## config.mk

```make
export PLATFORM = sky130hd
export DESIGN_NAME = game_phase_sequencer
export DESIGN_NICKNAME = d
export VERILOG_FILES = /design/src/rtl/game_phase_sequencer.sv
export SDC_FILE = /design/constraint.sdc
export NUM_CORES = 1
export LEC_CHECK = 0
export ABC_AREA = 1
export CAP_MARGIN = 5
export CORE_ASPECT_RATIO = 0.75
export CORE_MARGIN = 3
export CORE_UTILIZATION = 40
export CTS_CLUSTER_DIAMETER = 40
export DETAILED_ROUTE_END_ITERATION = 6
export PLACE_DENSITY = 0.67
export SLEW_MARGIN = 20
export SYNTH_ARGS = -nofsm -noshare
export SYNTH_HDL_FRONTEND = slang
export SYNTH_SLANG_ARGS = --single-unit
```

## constraint.sdc

```tcl
create_clock -name clk -period 3.3 [get_ports clk]
set_clock_uncertainty 0.1 [all_clocks]
set_input_delay 0.33 -clock clk [delete_from_list [all_inputs] [get_ports clk]]
set_output_delay 0.33 -clock clk [all_outputs]
set_load 0.01 [all_outputs]
```

## src/rtl/game_phase_sequencer.sv

```systemverilog
// Game-flow controller: LOGO -> GET_READY -> PLAY -> TIMES_UP -> LEADERBOARD.
// Drives the screen-select and powerup flags for the VGA controller and keeps
// the gameplay countdown as two BCD digits. Runs on the VGA pixel clock.
// Optional build macro ATTRACT_TIMEOUT_EN: the leaderboard times out back to
// the logo screen after ATTRACT_SECONDS without a start press.
module game_phase_sequencer #(
  parameter int CLK_HZ          = 25000000,
  parameter int GAME_SECONDS    = 60,
  parameter int READY_SECONDS   = 3,
  parameter int TIMESUP_SECONDS = 3,
  parameter int BONUS_SECONDS   = 10,
  parameter int ATTRACT_SECONDS = 20
) (
  input  logic       clk,
  input  logic       reset,
  input  logic       start,
  input  logic       two_player_mode,
  input  logic       turner_caught,
  output logic       logo,
  output logic       get_ready,
  output logic       times_up,
  output logic       leaderboard,
  output logic       playing,
  output logic [3:0] time_tens,
  output logic [3:0] time_ones,
  output logic       sec_tick,
  output logic       snitch_powerup,
  output logic       broom_powerup,
  output logic       lightning_powerup,
  output logic       time_turner_powerup
);

  localparam logic [2:0] ST_LOGO    = 3'd0;
  localparam logic [2:0] ST_READY   = 3'd1;
  localparam logic [2:0] ST_PLAY    = 3'd2;
  localparam logic [2:0] ST_TIMESUP = 3'd3;
  localparam logic [2:0] ST_BOARD   = 3'd4;

  localparam int DIV_W = (CLK_HZ > 1) ? $clog2(CLK_HZ) : 1;
  localparam logic [DIV_W-1:0] DIV_MAX = DIV_W'(CLK_HZ - 1);

  // The phase counter must hold the longest of the per-screen durations.
  localparam int PH_MAX0 = (READY_SECONDS > TIMESUP_SECONDS) ? READY_SECONDS : TIMESUP_SECONDS;
  localparam int PH_MAX1 = (PH_MAX0 > ATTRACT_SECONDS) ? PH_MAX0 : ATTRACT_SECONDS;
  localparam int PH_W    = (PH_MAX1 > 1) ? $clog2(PH_MAX1 + 1) : 1;
  localparam logic [PH_W-1:0] PH_ONE = PH_W'(1);

  localparam logic [7:0] GAME_BCD = {4'(GAME_SECONDS / 10), 4'(GAME_SECONDS % 10)};
  localparam logic [3:0] BONUS_T  = 4'(BONUS_SECONDS / 10);
  localparam logic [3:0] BONUS_O  = 4'(BONUS_SECONDS % 10);

  // Two-digit BCD decrement with borrow from tens; 00 stays 00.
  function automatic logic [7:0] bcd_dec(input logic [7:0] t);
    if (t == 8'h00)          return 8'h00;
    else if (t[3:0] == 4'd0) return {t[7:4] - 4'd1, 4'd9};
    else                     return {t[7:4], t[3:0] - 4'd1};
  endfunction

  // Two-digit BCD add of the bonus, saturating at 99.
  function automatic logic [7:0] bcd_add_bonus(input logic [7:0] t);
    logic [4:0] o;
    logic [4:0] tn;
    logic       c;
    o  = {1'b0, t[3:0]} + {1'b0, BONUS_O};
    c  = (o > 5'd9);
    if (c) o = o - 5'd10;
    tn = {1'b0, t[7:4]} + {1'b0, BONUS_T} + {4'd0, c};
    if (tn > 5'd9) return 8'h99;
    else           return {tn[3:0], o[3:0]};
  endfunction

  logic [2:0]       state_q, state_d;
  logic [DIV_W-1:0] div_q, div_d;
  logic [PH_W-1:0]  phase_q, phase_d;
  logic [7:0]       time_q, time_d, time_step;
  logic             bonus_used_q, bonus_used_d;
  logic             start_q;
  logic             start_rise, counting, tick, bonus_take, in_play_d;
  logic             logo_q, get_ready_q, times_up_q, leaderboard_q, playing_q;
  logic             sec_tick_q, snitch_q, broom_q, lightning_q, turner_q;

  // Edge detector for the start button.
  // NOTE: start_q keeps sampling during reset so a button held across reset
  // is not seen as a fresh press afterwards; it therefore has no reset value.
  always_ff @(posedge clk) begin
    start_q <= start;
  end

  assign start_rise = start & ~start_q;
  assign bonus_take = (state_q == ST_PLAY) && turner_caught && !bonus_used_q;

`ifdef ATTRACT_TIMEOUT_EN
  assign counting = (state_q == ST_READY) || (state_q == ST_PLAY) ||
                    (state_q == ST_TIMESUP) || (state_q == ST_BOARD);
`else
  assign counting = (state_q == ST_READY) || (state_q == ST_PLAY) ||
                    (state_q == ST_TIMESUP);
`endif
  assign tick = counting && (div_q == DIV_MAX);

  // Next-state logic for phase, countdown, bonus and divider.
  always_comb begin
    // NOTE: every variable gets a default first so no path infers a latch.
    state_d      = state_q;
    phase_d      = phase_q;
    time_d       = time_q;
    time_step    = time_q;
    bonus_used_d = bonus_used_q;
    case (state_q)
      ST_LOGO: begin
        if (start_rise) begin
          state_d = ST_READY;
          phase_d = PH_W'(READY_SECONDS);
        end
      end
      ST_READY: begin
        if (tick) begin
          if (phase_q <= PH_ONE) begin
            state_d      = ST_PLAY;
            time_d       = GAME_BCD;
            bonus_used_d = 1'b0;
          end else begin
            phase_d = phase_q - PH_ONE;
          end
        end
      end
      ST_PLAY: begin
        if (tick) time_step = bcd_dec(time_q);
        if (bonus_take) begin
          time_step    = bcd_add_bonus(time_step);
          bonus_used_d = 1'b1;
        end
        time_d = time_step;
        // A bonus on the final tick lifts the time above 00 and keeps play going.
        if (tick && time_step == 8'h00) begin
          state_d = ST_TIMESUP;
          phase_d = PH_W'(TIMESUP_SECONDS);
        end
      end
      ST_TIMESUP: begin
        if (tick) begin
          if (phase_q <= PH_ONE) begin
            state_d = ST_BOARD;
`ifdef ATTRACT_TIMEOUT_EN
            phase_d = PH_W'(ATTRACT_SECONDS);
`endif
          end else begin
            phase_d = phase_q - PH_ONE;
          end
        end
      end
      ST_BOARD: begin
        if (start_rise) begin
          state_d = ST_READY;
          phase_d = PH_W'(READY_SECONDS);
        end
`ifdef ATTRACT_TIMEOUT_EN
        else if (tick) begin
          if (phase_q <= PH_ONE) state_d = ST_LOGO;
          else                   phase_d = phase_q - PH_ONE;
        end
`endif
      end
      default: state_d = ST_LOGO;
    endcase

    // Each phase starts with a full second; idle screens hold the divider at 0.
    if (state_d != state_q || !counting || tick) div_d = '0;
    else                                         div_d = div_q + DIV_W'(1);
  end

  assign in_play_d = (state_d == ST_PLAY);

  // State and registered outputs, the flags taken from next-state values.
  always_ff @(posedge clk) begin
    if (reset) begin
      state_q       <= ST_LOGO;
      div_q         <= '0;
      phase_q       <= '0;
      time_q        <= GAME_BCD;
      bonus_used_q  <= 1'b0;
      logo_q        <= 1'b1;
      get_ready_q   <= 1'b0;
      times_up_q    <= 1'b0;
      leaderboard_q <= 1'b0;
      playing_q     <= 1'b0;
      sec_tick_q    <= 1'b0;
      snitch_q      <= 1'b0;
      broom_q       <= 1'b0;
      lightning_q   <= 1'b0;
      turner_q      <= 1'b0;
    end else begin
      // NOTE: sequential state uses non-blocking assignments only, so every
      // register samples the pre-edge values regardless of statement order.
      state_q       <= state_d;
      div_q         <= div_d;
      phase_q       <= phase_d;
      time_q        <= time_d;
      bonus_used_q  <= bonus_used_d;
      logo_q        <= (state_d == ST_LOGO);
      get_ready_q   <= (state_d == ST_READY);
      times_up_q    <= (state_d == ST_TIMESUP);
      leaderboard_q <= (state_d == ST_BOARD);
      playing_q     <= in_play_d;
      sec_tick_q    <= tick;
      snitch_q      <= in_play_d && !two_player_mode && time_d >= 8'h41 && time_d <= 8'h45;
      broom_q       <= in_play_d && time_d >= 8'h31 && time_d <= 8'h35;
      lightning_q   <= in_play_d && time_d >= 8'h21 && time_d <= 8'h25;
      turner_q      <= in_play_d && !bonus_used_d && time_d >= 8'h11 && time_d <= 8'h15;
    end
  end

  assign logo                = logo_q;
  assign get_ready           = get_ready_q;
  assign times_up            = times_up_q;
  assign leaderboard         = leaderboard_q;
  assign playing             = playing_q;
  assign time_tens           = time_q[7:4];
  assign time_ones           = time_q[3:0];
  assign sec_tick            = sec_tick_q;
  assign snitch_powerup      = snitch_q;
  assign broom_powerup       = broom_q;
  assign lightning_powerup   = lightning_q;
  assign time_turner_powerup = turner_q;

endmodule

```

# [After elaboration in Yosys (flattened, before gate mapping)]
# Cells that the tools add are included.
# Widths: inputs -> output; s select.
[op_classes] n_addsub=7 magnitude_cmp=11 eq_ne=14 muxes=27 bitwise_logic=2 reduce_logical=32
[ops] operator="$mux 8" count=9
[ops] operator="$add 25x1->25 const B" count=1
[ops] operator="$eq 25x25->1 const B" count=1
[ops] operator="$mux 5" count=4
[ops] operator="$mux 3" count=6
[ops] operator="$ge 8x6->1 const B" count=2
[ops] operator="$le 8x6->1 const B" count=2
[ops] operator="$logic_not 8->1" count=2
[ops] operator="$pmux 8 s2" count=1
[ops] operator="$pmux 5 s3" count=1
[ops] operator="$logic_and 1x1->1" count=14
[ops] operator="$eq 3x2->1 const B" count=4
[ops] operator="$pmux 3 s4" count=1
[ops] operator="$ge 8x5->1 const B" count=1
[ops] operator="$ge 8x7->1 const B" count=1
[ops] operator="$le 8x5->1 const B" count=1
[ops] operator="$le 8x7->1 const B" count=1
[ops] operator="$sub 4x1->4 const B" count=2
[ops] operator="$eq 3x1->1 const B" count=2
[ops] operator="$eq 3x3->1 const B" count=2
[ops] operator="$logic_not 3->1" count=2
[ops] operator="$ne 2x1->1 const B" count=3
[ops] operator="$reduce_or 2->1" count=3
[ops] operator="$add 4x1->5 const B" count=1
[ops] operator="other kinds (18)" count=26
[word_totals] reg_bits=53 inputBits=5 out_inout_bits=18

# [Logic depth before layout (Yosys ltp)]
# Gate-level depths: netlist (run 1).
[depth] ltp_word=20 mapped_depth=27 mapped_depth_nobuf=27

# [Worst setup path before layout (run 1)]
# OpenSTA, ideal clock, no wires.
[synth_timing] path_kind="reg2reg" from="reg time_q[0]" to="reg snitch_q, in the netlist snitch_powerup" setup_time_ps=113 arrival_ps=2870 slack_ps=216 stages_incl_launch_ff=25 n_path_buf=0 synth_period_minus_slack_ps=3084 path_cell_list="dfxtp_1 > inv_1 > ha_1 > nand3_2 > inv_2 > or2_1 > nand3_1 > nand2_2 > nand2_2 > nand2_1 > ha_1 > inv_1 > ha_1 > inv_1 > nand3_2 > nand3_2 > nand2_2 > nand2_4 > nand2_1 > nand2_1 > nand2_1 > nor2_1 > nand3_2 > nand3_1 > nor2_1"
[synth_via] elab_chain_cells=19
[synth_lines] element="start, declared" line="75" text="logic [7:0] time_q, time_d, time_step;"
[synth_lines] element="start signal, assigned" line="198" text="time_q <= time_d;"
[synth_lines] element="$sub 4x1->4 / $logic_not 4->1 (equally long branches)" line="56, 55"
[synth_lines] element="$mux 8" line="55" text="else if (t[3:0] == 4'd0) return {t[7:4] - 4'd1, 4'd9};"
[synth_lines] element="$mux 8" line="54" text="if (t == 8'h00) return 8'h00;"
[synth_lines] element="$mux 8" line="128" text="if (tick) time_step = bcd_dec(time_q);"
[synth_lines] element="$mux 8" line="109" text="case (state_q)"
[synth_lines] element="$gt 4x4->1 / $add 4x1->5 (equally long branches)" line="65, 67"
[synth_lines] element="$add 5x1->5" line="67" text="tn = {1'b0, t[7:4]} + {1'b0, BONUS_T} + {4'd0, c};"
[synth_lines] element="$gt 5x4->1" line="68" text="if (tn > 5'd9) return 8'h99;"
[synth_lines] element="[2 not listed]"
[synth_lines] element="$mux 8" line="109"
[synth_lines] element="$logic_not 8->1" line="135" text="if (tick && time_step == 8'h00) begin"
[synth_lines] element="$logic_and 1x1->1" line="135"
[synth_lines] element="$mux 3" line="135"
[synth_lines] element="$pmux 3 s4" line="109"
[synth_lines] element="$eq 3x2->1" line="172" text="assign in_play_d = (state_d == ST_PLAY);"
[synth_lines] element="$logic_and 1x1->1 (2 in a row)" line="206" text="snitch_q <= in_play_d && !two_player_mode && time_d >= 8'h41 && time_d <= 8'h45;"
[synth_lines] element="$logic_and 1x1->1 *" line="206"
[synth_lines] element="end signal, assigned" line="188" text="snitch_q <= 1'b0;"
[synth_lines] element="end signal, assigned" line="206"
[synth_lines] element="end, declared" line="80" text="logic sec_tick_q, snitch_q, broom_q, lightning_q, turner_q;"
# Mark *: on every way between the ends. The rest lies on a longest branch, timed or not. The select of a mux whose other input is x is not followed.
# A chain may end at the register's enable or synchronous reset.

# [Worst setup path in the final report (run 1)]
[layout_timing] from="reg div_q[0]" to="reg turner_q, in the netlist time_turner_powerup"
[layout_via] elab_chain_cells=18
[layout_lines] element="start, declared" line="73" text="logic [DIV_W-1:0] div_q, div_d;"
[layout_lines] element="start signal, assigned" line="196" text="div_q <= div_d;"
[layout_lines] element="$eq 25x25->1 *" line="99" text="assign tick = counting && (div_q == DIV_MAX);"
[layout_lines] element="$logic_and 1x1->1 *" line="99"
[layout_lines] element="$mux 8" line="128"
[layout_lines] element="$mux 8" line="109"
[layout_lines] element="$add 4x1->5 / $gt 4x4->1 (equally long branches)" line="67, 65"
[layout_lines] element="$add 5x1->5" line="67"
[layout_lines] element="$gt 5x4->1" line="68"
[layout_lines] element="$mux 8" line="68"
[layout_lines] element="$mux 8" line="129" text="if (bonus_take) begin"
[layout_lines] element="$mux 8" line="109"
[layout_lines] element="$logic_not 8->1" line="135"
[layout_lines] element="$logic_and 1x1->1" line="135"
[layout_lines] element="$mux 3" line="135"
[layout_lines] element="$pmux 3 s4" line="109"
[layout_lines] element="$eq 3x2->1" line="172"
[layout_lines] element="$logic_and 1x1->1 (2 in a row)" line="209" text="turner_q <= in_play_d && !bonus_used_d && time_d >= 8'h11 && time_d <= 8'h15;"
[layout_lines] element="$logic_and 1x1->1 *" line="209"
[layout_lines] element="end signal, assigned" line="191" text="turner_q <= 1'b0;"
[layout_lines] element="end signal, assigned" line="209"
[layout_lines] element="end, declared" line="80"
# Marked as above.

==> flow_metrics.py, run 1 <==
metrics = {
    "worst_setup_path": {
        "path_max_fanout": 6,
        "timing.rr.start": "div_q[0]",
        "path_buf_inv": 4,
        "cpPeakStageDelay_ns": 0.36,
        "crit_family": "simple AND/OR/NAND/NOR gates",
        "critPathKind": "flop to flop",
        "reg2reg_slack_ns": 0.15,
        "crit_path_start_kind": "flop",
        "r2r_end": "time_turner_powerup",
        "worst_setup_path_end_kind": "flop",
        "required_ns": 3.43,
        "crit_chain": "ha_4, nand2_2, nor2_4, nand2_2, nor2_4, nand3_4, o21ai_4, o31ai_4, inv_2, ha_4, inv_4, ha_4, inv_2, nand3_2, nand3_2, nand2_2, nand2_4, a21oi_4, inv_1, a21oi_1, nand4_1, nor2_1",
        "cp.arrival_ns": 3.28,
        "slowest_stage": "dfxtp_4",
        "reg2regPathDepth": 22,
    },
    "cts": {
        "clock_sinks": 53,
        "clk_pin_slew_ns": 0.07,
        "clock-root-buffer": "clkbuf_16",
        "clock_path_buffers": 2,
        "cts_hold_buffers": 0,
        "cts_made_buffers": 5,
        "cts_tree": "done",
        "clock_latency_ns": 0.29,
        "cts-htree-levels": 2,
    },
    "routing": {
        "vias_per_cell": 5.099,
        "first_iter_violations": 270,
        "antenna_left": 0,
        "dr.pass1.iters": 5,
        "wire_per_inst_um": 13.29,
        "vias": 3554,
        "wirelength_mm": 9.262,
        "drc": 0,
    },
    "run": {
        "drv_cap": 0,
    },
    "final_layout": {
        "multiInputGateArea_mm2": 0.002247,
        "final_util": 0.5353,
        "stdcell_area_mm2": 0.004369,
        "n_fill_cell": 784,
        "num_antenna_cells": 0,
        "area_growth_pct": 25.66,
        "drive_above_1_share": 0.2382,
        "regArea_mm2": 0.001072,
        "finalNetCount": 606,
    },
    "grt": {
        "grt_pass1_wl_mm": 15.23,
        "grt_max_degree": 26,
        "antenna_found_initial": 0,
        "track_usage": 0.1900,
        "grt_pass1_vias": 3216,
        "globalRouteOverflowTotal": 0,
    },
    "timing": {
        "period_minus_slack_ns": 3.152,
        "tightest_slew_ns": 0.7846,
        "hold_viol_final": 0,
        "clock.fmax_ghz": 0.3172,
        "setup_slack_ns": 0.1477,
        "post-route-period-util": 0.9553,
        "setup_viol": 0,
        "max_slew_margin": 0.4714,
        "setup-tns-final_ns": 0,
        "slew_viol_final": 0,
    },
    "placement": {
        "gp_congestion": 0.9370,
        "dp_hpwl_mm": 6.953,
        "dpl_worst_slack_ns": -0.06940,
        "postPlaceCellArea_mm2": 0.003945,
        "io_buffers": 22,
    },
    "power": {
        "p_leak_nw": 1.911,
        "total_power_mw": 1.262,
        "powerDensity_mw_per_mm2": 288.8,
        "max-vdd-ir-drop_v": 0.0001977,
    },
    "hold_path": {
        "hold_end": "phase_q[4]",
        "holdPathStages": 2,
        "hp-start": "phase_q[4]",
        "hp-class": "flop to flop",
    },
    "floorplan": {
        "core_mm2": 0.008163,
        "start_util": 0.4260,
        "die_x_um": 113.7,
        "die-area_mm2": 0.009859,
        "rows": 28,
        "io_pins": 23,
        "fp.dieH_um": 86.75,
    },
    "synth": {
        "syn_inst": 539,
        "yosysUniqueCellTypes": 40,
        "ys_seq_elements": 53,
        "postSynthNetCount": 553,
        "ys_warn_count": 0,
        "synth.yosys.seq_area_share": 0.3051,
        "syn_avg_cell_area_um2": 6.451,
        "syn_area_mm2": 0.003477,
    },
    "run_status": {
        "status": "complete, no violations",
    },
}
layer usage:
metal | share of wire | routed length [um] | up-vias | track usage
met3 | 0.065 | 600 | 18 | 0.03350
li1 | - | - | 1815 | -
met1 | 0.52 | 4793 | 1596 | 0.2901
met5 | 0 | 0 | - | 0
met2 | 0.40 | 3730 | 125 | 0.2753
met4 | 0.015 | 136 | 0 | 0.04367
worst max-delay path by stage:
stage / start / to / cells past startpoint
finish: div_q[0] / time_turner_powerup / 22
global route: div_q[0] / time_turner_powerup / 22
CTS: div_q[1] / phase_q[1] / 26
detailed placement: time_q[0] / snitch_powerup / 24
global placement: div_q[0] / snitch_powerup / 23
floorplan: time_q[0] / snitch_powerup / 24
state kept, by name (all words and copies together), names as in the netlist:
register and cells:
div_q 25, time_q 8, phase_q 5, state_q 3, bonus_used_q 1, broom_powerup 1, get_ready 1, leaderboard 1
lightning_powerup 1, logo 1, playing 1, sec_tick 1, snitch_powerup 1, start_q 1, time_turner_powerup 1, times_up 1
timing repair:
action | CTS | global route
resized for setup | 11 | 43
setup endpoints to repair | 10 | 17
buffers inserted | 0 | 12
pin swaps | 4 | 20
layout make-up:
cell class | instances | share of cell area
clock buffers | 7 | 0.03265
inverters | 86 | 0.07446
multi-input cells | 395 | 0.5143
flip-flops and latches | 53 | 0.2454
well taps | 105 | 0.03007
repair buffers | 51 | 0.1031
kinds of logic (layout without fill, tap and decap cells):
logic type / Yosys count / after routing / share of synthesized area
flops: 53 / 53 / 0.3051
fa+ha+maj: 9 / 9 / 0.03239
simple gates: 336 / 336 / 0.4703
xor+xnor: 7 / 7 / 0.01763
compound gates: 43 / 43 / 0.07485
buf+inv: 91 / 144 / 0.09968
placed cells by master, fill, tap and decap left out, types with 5 or more instances in the layout:
cell,netlist,layout
o21ai_0,8,7
a21oi_1,19,19
nand4_1,12,12
nor2_2,12,16
nor2_4,4,8
clkdlybuf4s50_1,0,22
ha_1,9,6
nor3b_1,10,10
nand3_1,46,42
nand3_2,11,13
nand2_1,126,116
inv_2,13,16
inv_1,72,68
dfxtp_1,53,48
nor3_1,5,5
nand2_2,15,25
nor2_1,83,75
clkbuf_16,0,5
buf_4,1,28
xor2_1,5,5
through the flow:
stage	hold WS [ns]	cells
global placement	0.3314	678
global route	0.4148	697
floorplan	0.2577	539
detailed placement	0.3361	678
CTS	0.3175	685
finish	0.3916	697
where the power goes:
group / internal (mW) / switching, mW
Combinational: 0.0326 / 0.0502
Clock: 0.299 / 0.230
Sequential: 0.646 / 0.00488
worst reg2reg max path, cell delays in order (launching register included):
cell	delay, ns
dfxtp_4	0.36
ha_4	0.14
nand2_2	0.07
nor2_4	0.13
nand2_2	0.09
nor2_4	0.12
nand3_4	0.13
o21ai_4	0.19
o31ai_4	0.08
inv_2	0.09
ha_4	0.16
inv_4	0.04
ha_4	0.26
inv_2	0.04
nand3_2	0.07
nand3_2	0.09
nand2_2	0.08
nand2_4	0.09
a21oi_4	0.20
inv_1	0.11
a21oi_1	0.22
nand4_1	0.11
nor2_1	0.10
cell usage after synthesis:
| master | n | area, um2 |
|---|---|---|
| nand2_1 | 126 | 473.0 |
| nor2_1 | 83 | 311.6 |
| inv_1 | 72 | 270.3 |
| dfxtp_1 | 53 | 1061 |
| nand3_1 | 46 | 230.2 |
| a21oi_1 | 19 | 95.09 |
| nand2_2 | 15 | 93.84 |
| inv_2 | 13 | 48.80 |
| nand4_1 | 12 | 75.07 |
| nor2_2 | 12 | 75.07 |
| nand3_2 | 11 | 110.1 |
| nor3b_1 | 10 | 75.07 |
| ha_1 | 9 | 112.6 |
| o21ai_0 | 8 | 40.04 |
| nor3_1 | 5 | 25.02 |
| xor2_1 | 5 | 43.79 |
| nor2_4 | 4 | 45.04 |
| clkbuf_1 | 3 | 11.26 |
| nand2_4 | 3 | 33.78 |
| o21ai_1 | 3 | 15.01 |
| a211oi_1 | 2 | 15.01 |
| nor3_2 | 2 | 20.02 |
| nor4_2 | 2 | 25.02 |
| o21ai_2 | 2 | 17.52 |
| o31ai_1 | 2 | 15.01 |
| or2_2 | 2 | 12.51 |
| xnor2_1 | 2 | 17.52 |
| a21boi_0 | 1 | 7.510 |
| a21oi_4 | 1 | 16.27 |
| a31oi_1 | 1 | 6.260 |
| buf_2 | 1 | 5.000 |
| buf_4 | 1 | 7.510 |
| clkinv_1 | 1 | 3.750 |
| nand3_4 | 1 | 17.52 |
| o2111ai_1 | 1 | 8.760 |
| o21a_1 | 1 | 7.510 |
| o21bai_1 | 1 | 7.510 |
| o32ai_1 | 1 | 8.760 |
| or2_0 | 1 | 6.260 |
| or2_1 | 1 | 6.260 |
(Power assumes the default switching activity.)
==> inputs of run 2 (changes only) <==
ABC_AREA = unset   (was 1)
==> run 2 against run 1 <==
The run now ends with setup timing left. Die area shrank 10%. Clock power shrank 13%. Fmax shrank 20%. Via count shrank 11%. Global-route usage grew 1.1 points. Worst setup slack lost 0.78 ns. Critical endpoint is now broom_powerup. Largest power group unchanged.
==> flow_metrics.py, run 2 <==
metrics = {
    "run_status": {
        "status": "finished, violations left",
        "violations": "setup timing",
    },
    "routing": {
        "dr.pass1.iters": 6,
        "wirelength_mm": 8.952,
        "vias_per_cell": 5.368,
        "antenna_left": 0,
        "vias": 3178,
        "drc": 0,
        "wire_per_inst_um": 15.12,
        "first_iter_violations": 154,
    },
    "timing": {
        "fin_hold_ws_ns": 0.3956,
        "setup_viol": 20,
        "tightest_slew_ns": 0.8542,
        "hold_viol_final": 0,
        "setup-tns-final_ns": -8.484,
        "rsz0062_at_grt": "yes",
        "post-route-period-util": 1.192,
        "slew_viol_final": 0,
        "max_slew_margin": 0.4305,
        "period_minus_slack_ns": 3.932,
        "clock.fmax_ghz": 0.2543,
        "setup_slack_ns": -0.6323,
    },
    "synth": {
        "netlist.top_cell.by_area": "dfxtp_1",
        "synth.yosys.seq_area_share": 0.3428,
        "synth_ff_type": "dfxtp_1",
        "yosysUniqueCellTypes": 69,
        "yosys-top-cells-count": "53 x dfxtp_1, 51 x nor2_1, 27 x nand2_1",
        "postSynthNetCount": 381,
        "async_flop_share": 0,
        "synth_edf_count": 0,
        "synth_area_leaders": "dfxtp_1 34%, nor2_1 6.2%, xor2_1 4.2%, a21oi_1 3.7%, ha_1 3.6%",
        "ys_warn_count": 0,
        "syn_area_mm2": 0.003095,
        "netlist.area_leader.share": 0.3428,
        "ys_seq_elements": 53,
        "yosysMostFrequentCell": "dfxtp_1",
        "syn_avg_cell_area_um2": 8.435,
        "syn_inst": 367,
    },
    "worst_setup_path": {
        "crit_family": "simple AND/OR/NAND/NOR gates",
        "cp.arrival_ns": 4.07,
        "crit_chain": "nor4b_4, nand4_4, buf_6, nor4_4, mux2i_2, ha_4, nor4b_2, a311oi_1, a21o_2, mux2i_4, buf_4, nand2_2, a21boi_4, nor4_4, a31o_2, or4_4, nor3b_2",
        "worst_setup_path_end_kind": "flop",
        "crit_path_frequent_cell": "nor4_4",
        "path_buf_inv": 2,
        "path_max_fanout": 5,
        "slowest_stage": "or4_4",
        "cpPeakStageDelay_ns": 0.52,
        "crit_path_start_kind": "flop",
        "critPathKind": "flop to flop",
        "required_ns": 3.44,
    },
    "placement": {
        "dp.cells": 571,
        "io_buffers": 22,
        "dp_hpwl_mm": 6.516,
        "gp_congestion": 0.9304,
        "postPlaceCellArea_mm2": 0.004228,
    },
    "hold_path": {
        "hp-class": "input pin to flop",
    },
    "power": {
        "p_leak_nw": 1.793,
        "max-vdd-ir-drop_v": 0.0002156,
        "total_power_mw": 1.176,
        "powerDensity_mw_per_mm2": 256.5,
    },
    "final_layout": {
        "drive_above_1_share": 0.3747,
        "n_fill_cell": 642,
        "largest_register_ffs": 25,
        "stdcell_area_mm2": 0.004587,
        "final_cells": 592,
        "finalNetCount": 504,
        "area_growth_pct": 48.18,
        "num_antenna_cells": 0,
        "largest-register": "div_q",
        "largest_registers": "div_q x25, time_q x8, phase_q x5",
        "layout_commonest_cell": "buf_4",
        "layout_common_cells": "105 x buf_4, 50 x dfxtp_1, 49 x nor2_1, 22 x clkdlybuf4s50_1, 21 x nand2_1",
    },
    "grt": {
        "grt_pass1_wl_mm": 14.35,
        "track_usage": 0.2011,
        "grt_pass1_vias": 3073,
        "antenna_found_initial": 0,
        "globalRouteOverflowTotal": 0,
        "grt_max_degree": 26,
    },
    "cts": {
        "cts_hold_buffers": 0,
        "clock-root-buffer": "clkbuf_8",
        "clk_pin_slew_ns": 0.09,
        "clock_sinks": 53,
        "clock_latency_ns": 0.31,
        "cts_made_buffers": 5,
        "cts-htree-levels": 2,
        "clock_path_buffers": 2,
        "cts_tree": "done",
    },
    "floorplan": {
        "io_pins": 23,
        "die-area_mm2": 0.008841,
        "fp.dieH_um": 82.19,
        "die_x_um": 107.6,
        "start_util": 0.4165,
        "rows": 27,
        "core_mm2": 0.007432,
    },
    "run": {
        "drv_cap": 0,
    },
}
[run 2: timing repair]
action,4_1_cts,5_1_grt
pin swaps,24,11
setup buffers,7,7
gates resized for setup,19,15
endpoints found under the setup margin,22,22
gates cloned,0,0
endpoints found under the hold margin,0,0
[run 2: cells by family (layout without fill, tap and decap cells)]
group           after synthesis  in the layout  synth area share
compound gates               67             67            0.1423
xor+xnor                     22             22           0.06225
mux                           7              7           0.02385
simple gates                180            180            0.3549
fa+ha+maj                     9              9           0.03638
buf+inv                      29            153           0.03759
flops                        53             53            0.3428
[run 2: metrics by stage]
| stage | worst slack, ns | utilization |
|---|---|---|
| final | -0.6323 | 0.6172 |
| after floorplan | -0.6122 | - |
| after CTS | -0.5616 | 0.6012 |
| after detailed placement | -0.6508 | 0.5689 |
| after global placement | -0.5441 | 0.5689 |
| after global routing | -0.8594 | 0.6172 |
[run 2: final timing paths]
| path | slack (ns) | to | from | cells past startpoint |
|---|---|---|---|---|
| worst max-delay path | -0.63 | broom_powerup | div_q[10] | 17 |
| worst min-delay path | 0.40 | start_q | start | 1 |
| worst max register to register | -0.63 | broom_powerup | div_q[10] | 17 |
| worst min register to register | 0.40 | div_q[14] | div_q[14] | 2 |
[run 2: power by group]
group          leakage, nW  switching (mW)  internal, mW
Combinational         1.30          0.0350        0.0308
Sequential           0.430         0.00492         0.647
Clock               0.0585           0.211         0.248
[run 2: cell type report]
type	instances	area, um2	share of cell area
Multi-Input combinational cell	285	2178	0.4749
Sequential cell	53	1065	0.2321
Timing Repair Buffer	130	1042	0.2272
Tap cell	101	126.4	0.02755
Clock buffer	7	86.33	0.01882
Inverter	15	58.81	0.01282
Clock inverter	1	30.03	0.006547
[run 2: layer usage]
layer | up-vias | GRT usage | part of all wire
met1 | 1505 | 0.2752 | 0.47
met3 | 13 | 0.03186 | 0.049
met2 | 102 | 0.3381 | 0.47
met5 | - | 0 | 0
li1 | 1558 | - | -
met4 | 0 | 0.04288 | 0.0096
[run 2: worst register-to-register path, stage by stage, from the launching register on]
cell	delay (ns)
dfxtp_2	0.34
nor4b_4	0.34
nand4_4	0.18
buf_6	0.17
nor4_4	0.29
mux2i_2	0.15
ha_4	0.21
nor4b_2	0.21
a311oi_1	0.08
a21o_2	0.21
mux2i_4	0.20
buf_4	0.15
nand2_2	0.06
a21boi_4	0.22
nor4_4	0.07
a31o_2	0.22
or4_4	0.52
nor3b_2	0.16
